`src/rtl/seq_stream_ctrl_if.sv`:
```
// Word-in / bit-out bus for seq_stream_ctrl: producer handshake, clear, and
// the serial stream plus detection results.
interface seq_stream_ctrl_if #(
    parameter int unsigned WORD_W = 8,
    parameter int unsigned CNT_W  = 8
);
    logic              in_valid;
    logic [WORD_W-1:0] in_data;
    logic              in_ready;
    logic              clear;
    logic              bit_out;
    logic              bit_valid;
    logic              match;
    logic [CNT_W-1:0]  match_cnt;
    logic              done;

    // Producer / sequencing side
    modport master (
        output in_valid, in_data, clear,
        input  in_ready, bit_out, bit_valid, match, match_cnt, done
    );

    // Controller side
    modport slave (
        input  in_valid, in_data, clear,
        output in_ready, bit_out, bit_valid, match, match_cnt, done
    );
endinterface

```
`src/rtl/seq_stream_ctrl.sv`:
```
// Serialises words MSB-first and runs a pattern detector over the bit stream,
// producing a registered match pulse and a saturating match count.
module seq_stream_ctrl #(
    parameter int unsigned      WORD_W  = 8,
    parameter int unsigned      PAT_W   = 4,
    parameter logic [PAT_W-1:0] PATTERN = 4'b1010,
    parameter bit               OVERLAP = 1'b0,
    parameter int unsigned      CNT_W   = 8
) (
    input logic              clk,
    input logic              rst,
    seq_stream_ctrl_if.slave bus
);

    localparam int unsigned IDX_W = $clog2(WORD_W);
    localparam int unsigned LEN_W = $clog2(PAT_W + 1);

    typedef enum logic [1:0] {StIdle, StShift, StDone} state_e;

    state_e            state;
    logic [WORD_W-1:0] shreg;
    logic [IDX_W-1:0]  idx;
    logic              bit_out;
    logic              bit_valid;
    logic              done;

    logic [PAT_W-1:0]  history;
    logic [LEN_W-1:0]  hist_len;
    logic              match;
    logic [CNT_W-1:0]  match_cnt;

    logic [PAT_W-1:0]  hist_next;
    logic              hit;

    // Detector view of the bit currently on bit_out
    always_comb begin
        hist_next = {history[PAT_W-2:0], bit_out};
        hit       = bit_valid && (hist_next == PATTERN) &&
                    (hist_len >= LEN_W'(PAT_W - 1));
    end

    // Word sequencer: accept in IDLE, shift WORD_W bits, pulse done, return
    always_ff @(posedge clk or negedge rst) begin
        if (!rst) begin
            state     <= StIdle;
            shreg     <= '0;
            idx       <= '0;
            bit_out   <= 1'b0;
            bit_valid <= 1'b0;
            done      <= 1'b0;
        end else begin
            done <= 1'b0;
            unique case (state)
                StIdle: begin
                    if (bus.in_valid) begin
                        // First bit goes out straight away; shreg holds the rest
                        bit_out   <= bus.in_data[WORD_W-1];
                        bit_valid <= 1'b1;
                        shreg     <= bus.in_data << 1;
                        idx       <= IDX_W'(WORD_W - 1);
                        state     <= StShift;
                    end
                end
                StShift: begin
                    if (idx == '0) begin
                        bit_out   <= 1'b0;
                        bit_valid <= 1'b0;
                        done      <= 1'b1;
                        state     <= StDone;
                    end else begin
                        bit_out <= shreg[WORD_W-1];
                        shreg   <= shreg << 1;
                        idx     <= idx - IDX_W'(1);
                    end
                end
                StDone: begin
                    state <= StIdle;
                end
                default: begin
                    state <= StIdle;
                end
            endcase
        end
    end

    // Pattern history, match pulse and saturating counter; clear beats a hit
    always_ff @(posedge clk or negedge rst) begin
        if (!rst) begin
            history   <= '0;
            hist_len  <= '0;
            match     <= 1'b0;
            match_cnt <= '0;
        end else if (bus.clear) begin
            history   <= '0;
            hist_len  <= '0;
            match     <= 1'b0;
            match_cnt <= '0;
        end else begin
            match <= hit;
            if (bit_valid) begin
                if (hit && !OVERLAP) begin
                    history  <= '0;
                    hist_len <= '0;
                end else begin
                    history <= hist_next;
                    if (hist_len != LEN_W'(PAT_W)) begin
                        hist_len <= hist_len + LEN_W'(1);
                    end
                end
                if (hit && (match_cnt != {CNT_W{1'b1}})) begin
                    match_cnt <= match_cnt + CNT_W'(1);
                end
            end
        end
    end

    assign bus.in_ready  = (state == StIdle);
    assign bus.bit_out   = bit_out;
    assign bus.bit_valid = bit_valid;
    assign bus.match     = match;
    assign bus.match_cnt = match_cnt;
    assign bus.done      = done;

endmodule

```
`src/flat_wrapper.sv`:
```
// flat-port wrapper written by rule: the top's interface ports become plain ports
module seq_stream_ctrl_flat 
#(
    parameter int unsigned      WORD_W  = 8,
    parameter int unsigned      PAT_W   = 4,
    parameter logic [PAT_W-1:0] PATTERN = 4'b1010,
    parameter bit               OVERLAP = 1'b0,
    parameter int unsigned      CNT_W   = 8
)
  (clk, rst, bus_in_valid, bus_in_data, bus_clear, bus_in_ready, bus_bit_out, bus_bit_valid, bus_match, bus_match_cnt, bus_done);
  seq_stream_ctrl_if #(.WORD_W(WORD_W), .CNT_W(CNT_W)) bus_i ();
  input logic clk;
  input logic rst;
  input wire logic [$bits(bus_i.in_valid)-1:0] bus_in_valid;
  input wire logic [$bits(bus_i.in_data)-1:0] bus_in_data;
  input wire logic [$bits(bus_i.clear)-1:0] bus_clear;
  output wire logic [$bits(bus_i.in_ready)-1:0] bus_in_ready;
  output wire logic [$bits(bus_i.bit_out)-1:0] bus_bit_out;
  output wire logic [$bits(bus_i.bit_valid)-1:0] bus_bit_valid;
  output wire logic [$bits(bus_i.match)-1:0] bus_match;
  output wire logic [$bits(bus_i.match_cnt)-1:0] bus_match_cnt;
  output wire logic [$bits(bus_i.done)-1:0] bus_done;
  assign bus_i.in_valid = bus_in_valid;
  assign bus_i.in_data = bus_in_data;
  assign bus_i.clear = bus_clear;
  assign bus_in_ready = bus_i.in_ready;
  assign bus_bit_out = bus_i.bit_out;
  assign bus_bit_valid = bus_i.bit_valid;
  assign bus_match = bus_i.match;
  assign bus_match_cnt = bus_i.match_cnt;
  assign bus_done = bus_i.done;
  seq_stream_ctrl #(.WORD_W(WORD_W), .PAT_W(PAT_W), .PATTERN(PATTERN), .OVERLAP(OVERLAP), .CNT_W(CNT_W)) u_core (.clk(clk), .rst(rst), .bus(bus_i));
endmodule
```
`config.mk`:
```
export PLATFORM = sky130hd
export DESIGN_NAME = seq_stream_ctrl_flat
export DESIGN_NICKNAME = d
export VERILOG_FILES = /design/src/rtl/seq_stream_ctrl_if.sv /design/src/rtl/seq_stream_ctrl.sv /design/src/flat_wrapper.sv
export SDC_FILE = /design/constraint.sdc
export NUM_CORES = 1
export LEC_CHECK = 0
export BUFFER_PORTS_ARGS = -buffer_cell sky130_fd_sc_hd__buf_4
export CAP_MARGIN = 20
export CORE_MARGIN = 2
export CORE_UTILIZATION = 59
export CTS_CLUSTER_SIZE = 25
export DETAILED_ROUTE_END_ITERATION = 6
export GPL_ROUTABILITY_DRIVEN = 0
export GPL_TIMING_DRIVEN = 0
export PLACE_DENSITY = 0.83
export SYNTH_ARGS = -nofsm -noshare
export SYNTH_HDL_FRONTEND = slang
export SYNTH_SLANG_ARGS = --single-unit
```
`constraint.sdc`:
```
create_clock -name clk -period 5.7 [get_ports clk]
set_input_delay 0.285 -clock clk [delete_from_list [all_inputs] [get_ports clk]]
set_output_delay 0.285 -clock clk [all_outputs]
set_load 0.01 [all_outputs]
```
Word-level counts from Yosys, hierarchy flattened --
Cells that the tools add are included.
Storage, ports and cells: bits of input ports 12, flip-flop bits (word level) 31, output and inout bits 13
Cells by class: equality and inequality tests 7, multiplexer cells 28, reduce and logical (&&, ||, !) cells 15, add/subtract/negate cells 3, magnitude comparators 1
Operators with widths (number):
- $mux W8 | 5
- $mux W3 | 9
- $pmux W8 S2 | 1
- $add A8 B1 Y8 const B | 1
- $ne A8 B8 Y1 const B | 1
- $reduce_and A2 Y1 | 4
- $mux W1 | 7
- $pmux W3 S2 | 1
- $reduce_and A3 Y1 | 2
- $reduce_bool A2 Y1 | 3
- $eq A4 B4 Y1 const B | 1
- $mux W2 | 2
- $ne A2 B2 Y1 const B | 2
- $pmux W1 S2 | 2
- $pmux W2 S2 | 1
- $add A3 B1 Y3 const B | 1
- $ge A3 B2 Y1 const B | 1
- $logic_and A1 B1 Y1 | 3
- $logic_not A3 Y1 | 1
- $ne A3 B3 Y1 const B | 1
- $reduce_bool A3 Y1 | 1
- $sub A3 B1 Y3 const B | 1
- $eq A2 B1 Y1 const B | 1
- $logic_not A2 Y1 | 1
- $ne A2 B1 Y1 const B | 1

Depth between registers and ports, before layout --
word-level depth 7, gate-level depth with buffers 8, gate-level depth less buffers 7

Worst setup path after synthesis --
OpenSTA, ideal clock, no wires.
path kind register to register, start reg u_core.bit_valid, in the netlist u_core.bus.bit_valid, end reg u_core.match_cnt[5], in the netlist u_core.bus.match_cnt[5], arrival 1.784 ns, library setup time 0.125 ns, buffers on the path 2, clock period less this slack 1.908 ns, cell stages (with the launch flop) 7, data required time 5.575 ns, path slack 3.792 ns, cells stage by stage dfrtp_1 -> buf_6 -> nand4b_4 -> or3_4 -> buf_6 -> nor4_1 -> mux2_2
On the way: word-level cells in the longest chain between the ends 5, elaborated cells on any way between the ends 6, classes of those cells reduce/logical (6)
Ends and longest elaborated chain:
- start: declaration | line seq_stream_ctrl.sv:24 | logic bit_valid;
- start signal: assignment | line seq_stream_ctrl.sv:49 | bit_valid <= 1'b0;
- start signal: assignment | line seq_stream_ctrl.sv:58 | bit_valid <= 1'b1;
- start signal: assignment | line seq_stream_ctrl.sv:67 | bit_valid <= 1'b0;
- $logic_and A1 B1 Y1 (2 in series) | line seq_stream_ctrl.sv:38 | hit = bit_valid && (hist_next == PATTERN) &&
- $logic_and A1 B1 Y1 | line seq_stream_ctrl.sv:110 | if (hit && (match_cnt != {CNT_W{1'b1}})) begin
- $reduce_bool A2 Y1 (no source line)
- $reduce_and A2 Y1 (no source line) (*)
- end signal: assignment | line seq_stream_ctrl.sv:111 | match_cnt <= match_cnt + CNT_W'(1);
- end: declaration | line seq_stream_ctrl.sv:30 | logic [CNT_W-1:0] match_cnt;
Every way passes the cells marked *; elsewhere a longest branch is shown, timed or not. A chain may end at the register's enable or synchronous reset.

Final worst setup path --
start reg u_core.hist_len[0], end reg u_core.match_cnt[1], in the netlist u_core.bus.match_cnt[1]
On the way: word-level cells in the longest chain between the ends 5
Ends and longest elaborated chain:
- start: declaration | line seq_stream_ctrl.sv:28 | logic [LEN_W-1:0] hist_len;
- start signal: assignment | line seq_stream_ctrl.sv:107 | hist_len <= hist_len + LEN_W'(1);
- $ge A3 B2 Y1 | line seq_stream_ctrl.sv:39 | (hist_len >= LEN_W'(PAT_W - 1));
- $logic_and A1 B1 Y1 | line seq_stream_ctrl.sv:38
- $logic_and A1 B1 Y1 | line seq_stream_ctrl.sv:110
- $reduce_bool A2 Y1 (no source line)
- $reduce_and A2 Y1 (no source line)
Every way passes these cells.

==> flow_metrics.py <==
metrics = {
    "global_routing": {
        "grt_pass1_wl_mm": 5.38,
        "overflow": 0,
        "grt_start_max_net_pins": 31,
        "grt_usage_pct": 22.3,
        "antenna_found_initial": 0,
        "grt_pass1_vias": 1275,
    },
    "setup_path": {
        "rr_worst_depth": 8,
        "regToRegSetupSlack_ns": 3.57,
        "startpoint_type": "flip-flop",
        "cpPeakStageDelay_ns": 0.42,
        "crit_slowest_cell": "dfrtp_1",
        "crit_arrival_ns": 2.36,
        "r2r-start": "u_core.hist_len[0]",
        "crit_top_cell": "ha_1",
        "cp-end-kind": "flip-flop",
        "crit_type": "reg -> reg",
        "critPathMaxFanout": 10,
        "crit_path_cell_trace": "ha_1 > ha_1 > a211oi_1 > or3_4 > buf_6 > clkbuf_1 > nor3b_1 > o21ba_2",
        "r2r-end": "u_core.bus.match_cnt[1]",
        "required_ns": 5.93,
    },
    "layout": {
        "final_common_cell": "dfrtp_1",
        "drive_above_1_share_pct": 18.9,
        "finalNetCount": 215,
        "syn_to_final_growth_pct": 17.8,
        "final_cell_mix": "30 x dfrtp_1, 24 x buf_4, 22 x a21oi_1, 21 x nor2_1, 12 x inv_1",
        "antenna_cells": 0,
        "nFillCells": 169,
    },
    "sta": {
        "setup_slack_ns": 3.57,
        "fmax_mhz": 471,
        "finalSetupTns_ns": 0,
        "fin_crit_sh_pct": 37.3,
        "slew_headroom_pct": 64.9,
        "maxSlewViolCount": 0,
        "period_needed_ns": 2.13,
        "hold_violations": 0,
        "setup_viol": 0,
        "skew_ns": 0.00985,
        "grt_setup_unrepaired": "false",
        "worst_pin_slew_ns": 0.526,
    },
    "min_path": {
        "hold_path_class": "in -> reg",
        "worstHoldStart": "bus_clear",
        "hold_depth": 2,
        "holdPathEnd": "u_core.bus.match_cnt[4]",
    },
    "routing": {
        "drcViolationCount": 0,
        "drt_first_pass_iters": 5,
        "wl_mm": 3.12,
        "drt-initial-drc-count": 40,
        "vias": 1321,
        "drtAntennaViolNets": 0,
        "wl_per_cell_um": 13.8,
        "via_per_inst": 5.85,
    },
    "logic_synthesis": {
        "synth_top_cell_by_area": "dfrtp_1",
        "yosys_register_bits": 30,
        "syn_area_um2": 1570,
        "syn_nets": 183,
        "synthFlopType": "dfrtp_1",
        "synth_area_leaders": "dfrtp_1 48%, a21oi_1 7.0%, mux2i_1 5.1%",
        "synth_cells": 165,
        "synth_edf_count": 0,
        "synth_top_area_share_pct": 47.9,
        "synth-async-reset-ratio_pct": 100,
        "synth_area_per_cell_um2": 9.50,
        "synth_seq_area_share_pct": 47.9,
        "ys_warn_count": 0,
        "synth_cell_types": 31,
    },
    "power_and_ir_drop": {
        "power_leakage_uw": 0.000876,
        "ir_drop_uv": 299,
        "pwr_density_cell_nw_per_um2": 397,
    },
    "die": {
        "coreArea_um2": 2500,
        "initial_utilization_pct": 62.7,
        "ios": 25,
        "num_rows": 18,
        "die-area_um2": 3090,
        "dieHeight_um": 55.6,
        "chipWidth_um": 55.6,
    },
    "clock_network": {
        "cts_tree": "done",
        "numCtsBuffers": 5,
        "htreeDepth": 2,
        "cts_setup_buffers": 0,
        "numClockSinks": 30,
        "cts_buffer_depth": 2,
        "cts-root-buf": "clkbuf_4",
        "clk_pin_slew_ns": 0.09,
        "insertion_delay_ns": 0.33,
    },
    "placed_design": {
        "port_buffers": 24,
        "place_hpwl_mm": 2.26,
        "dpl_worst_slack_ns": 3.58,
    },
    "flow_run": {
        "max-cap-violations": 0,
    },
    "outcome": {
        "status": "finished clean",
    },
}
## synth_stat cells (2+ instances only)
cell	instances
dfrtp_1	30
a21oi_1	22
nor2_1	21
inv_1	12
o21ai_0	9
mux2i_1	8
nand2_1	8
clkbuf_1	7
ha_1	6
nand3_1	5
or4_1	4
nand4_1	3
nor2b_1	3
o31ai_1	3
and2_1	2
buf_6	2
nand2b_1	2
o21a_1	2
o21ba_2	2
o41ai_1	2
or3_1	2
## registers in the layout (all words and copies together), names as in the netlist
register,count
u_core.hist_len,3
u_core.bus.done,1
u_core.bus.match,1
u_core.bus.bit_out,1
u_core.bus.match_cnt,8
u_core.shreg,7
u_core.bus.bit_valid,1
u_core.idx,3
u_core.state,2
u_core.history,3
## cells by family after synthesis
logic type,after synthesis,share of synthesized area (%)
AND/OR/NAND/NOR,55,18.8
AO/OA/AOI/OAI,44,16.7
flip-flops,30,47.9
buffers and inverters,21,5.99
multiplexers,9,5.83
adder cells (fa/ha/maj),6,4.79
## worst max-delay path by stage
stage	from	end
2_1_floorplan	u_core.bus.bit_valid	u_core.bus.match_cnt[5]
3_3_place_gp	u_core.hist_len[0]	u_core.bus.match_cnt[1]
3_5_place_dp	u_core.hist_len[0]	u_core.bus.match_cnt[1]
4_1_cts	u_core.hist_len[0]	u_core.bus.match_cnt[1]
5_1_grt	u_core.hist_len[0]	u_core.hist_len[1]
6_report	u_core.hist_len[0]	u_core.bus.match_cnt[1]
## area by class of cell
class                           instances  area [µm²]  area share [%]
Timing Repair Buffer                   25         190            10.3
Multi-Input combinational cell        114         723            39.2
Tap cell                               30        37.5            2.03
Sequential cell                        30         751            40.7
Inverter                               12        45.0            2.44
Buffer                                  9        48.8            2.64
Clock buffer                            6        51.3            2.78
## per-layer routing
layer / vias to the layer above / share of wire, % / global-route usage (%)
li1: 639 / - / -
met1: 621 / 41 / 26.3
met2: 52 / 51 / 37.6
met3: 9 / 5.6 / 5.39
met4: 0 / 2.1 / 11.8
met5: - / 0 / 0
## where the power goes
group	switching (µW)	leakage, µW	internal (µW)	total, µW
sequential	45.7	0.000378	274	320
combinational	157	0.000468	133	289
clock	69.3	0.0000302	55.5	125
## critical path: cells and delay by family (launching register included)
| family | cells | cell delay [ns] |
|---|---|---|
| simple gates | 2 | 0.27 |
| compound gates | 2 | 0.44 |
| fa+ha+maj | 2 | 0.43 |
| flops | 1 | 0.42 |
| buf+inv | 2 | 0.47 |
## per-stage QoR
| stage | total power, µW | instance area, µm² | hold WS, ns | instances | utilization [%] |
|---|---|---|---|---|---|
| 2_1_floorplan | 530 | 1570 | -0.0106 | 165 | - |
| 3_3_place_gp | 589 | 1790 | 0.227 | 219 | 71.4 |
| 3_5_place_dp | 613 | 1790 | 0.234 | 219 | 71.4 |
| 4_1_cts | 738 | 1850 | 0.142 | 226 | 73.9 |
| 5_1_grt | 790 | 1850 | 0.154 | 226 | 73.9 |
| 6_report | 734 | 1850 | 0.149 | 226 | 73.9 |
## what timing repair did
item	CTS	global route
hold endpoints to repair	30	0
hold buffers	1	0
gates resized for setup	0	0
setup endpoints to repair	0	0
Power figures use the tool's default switching activity.
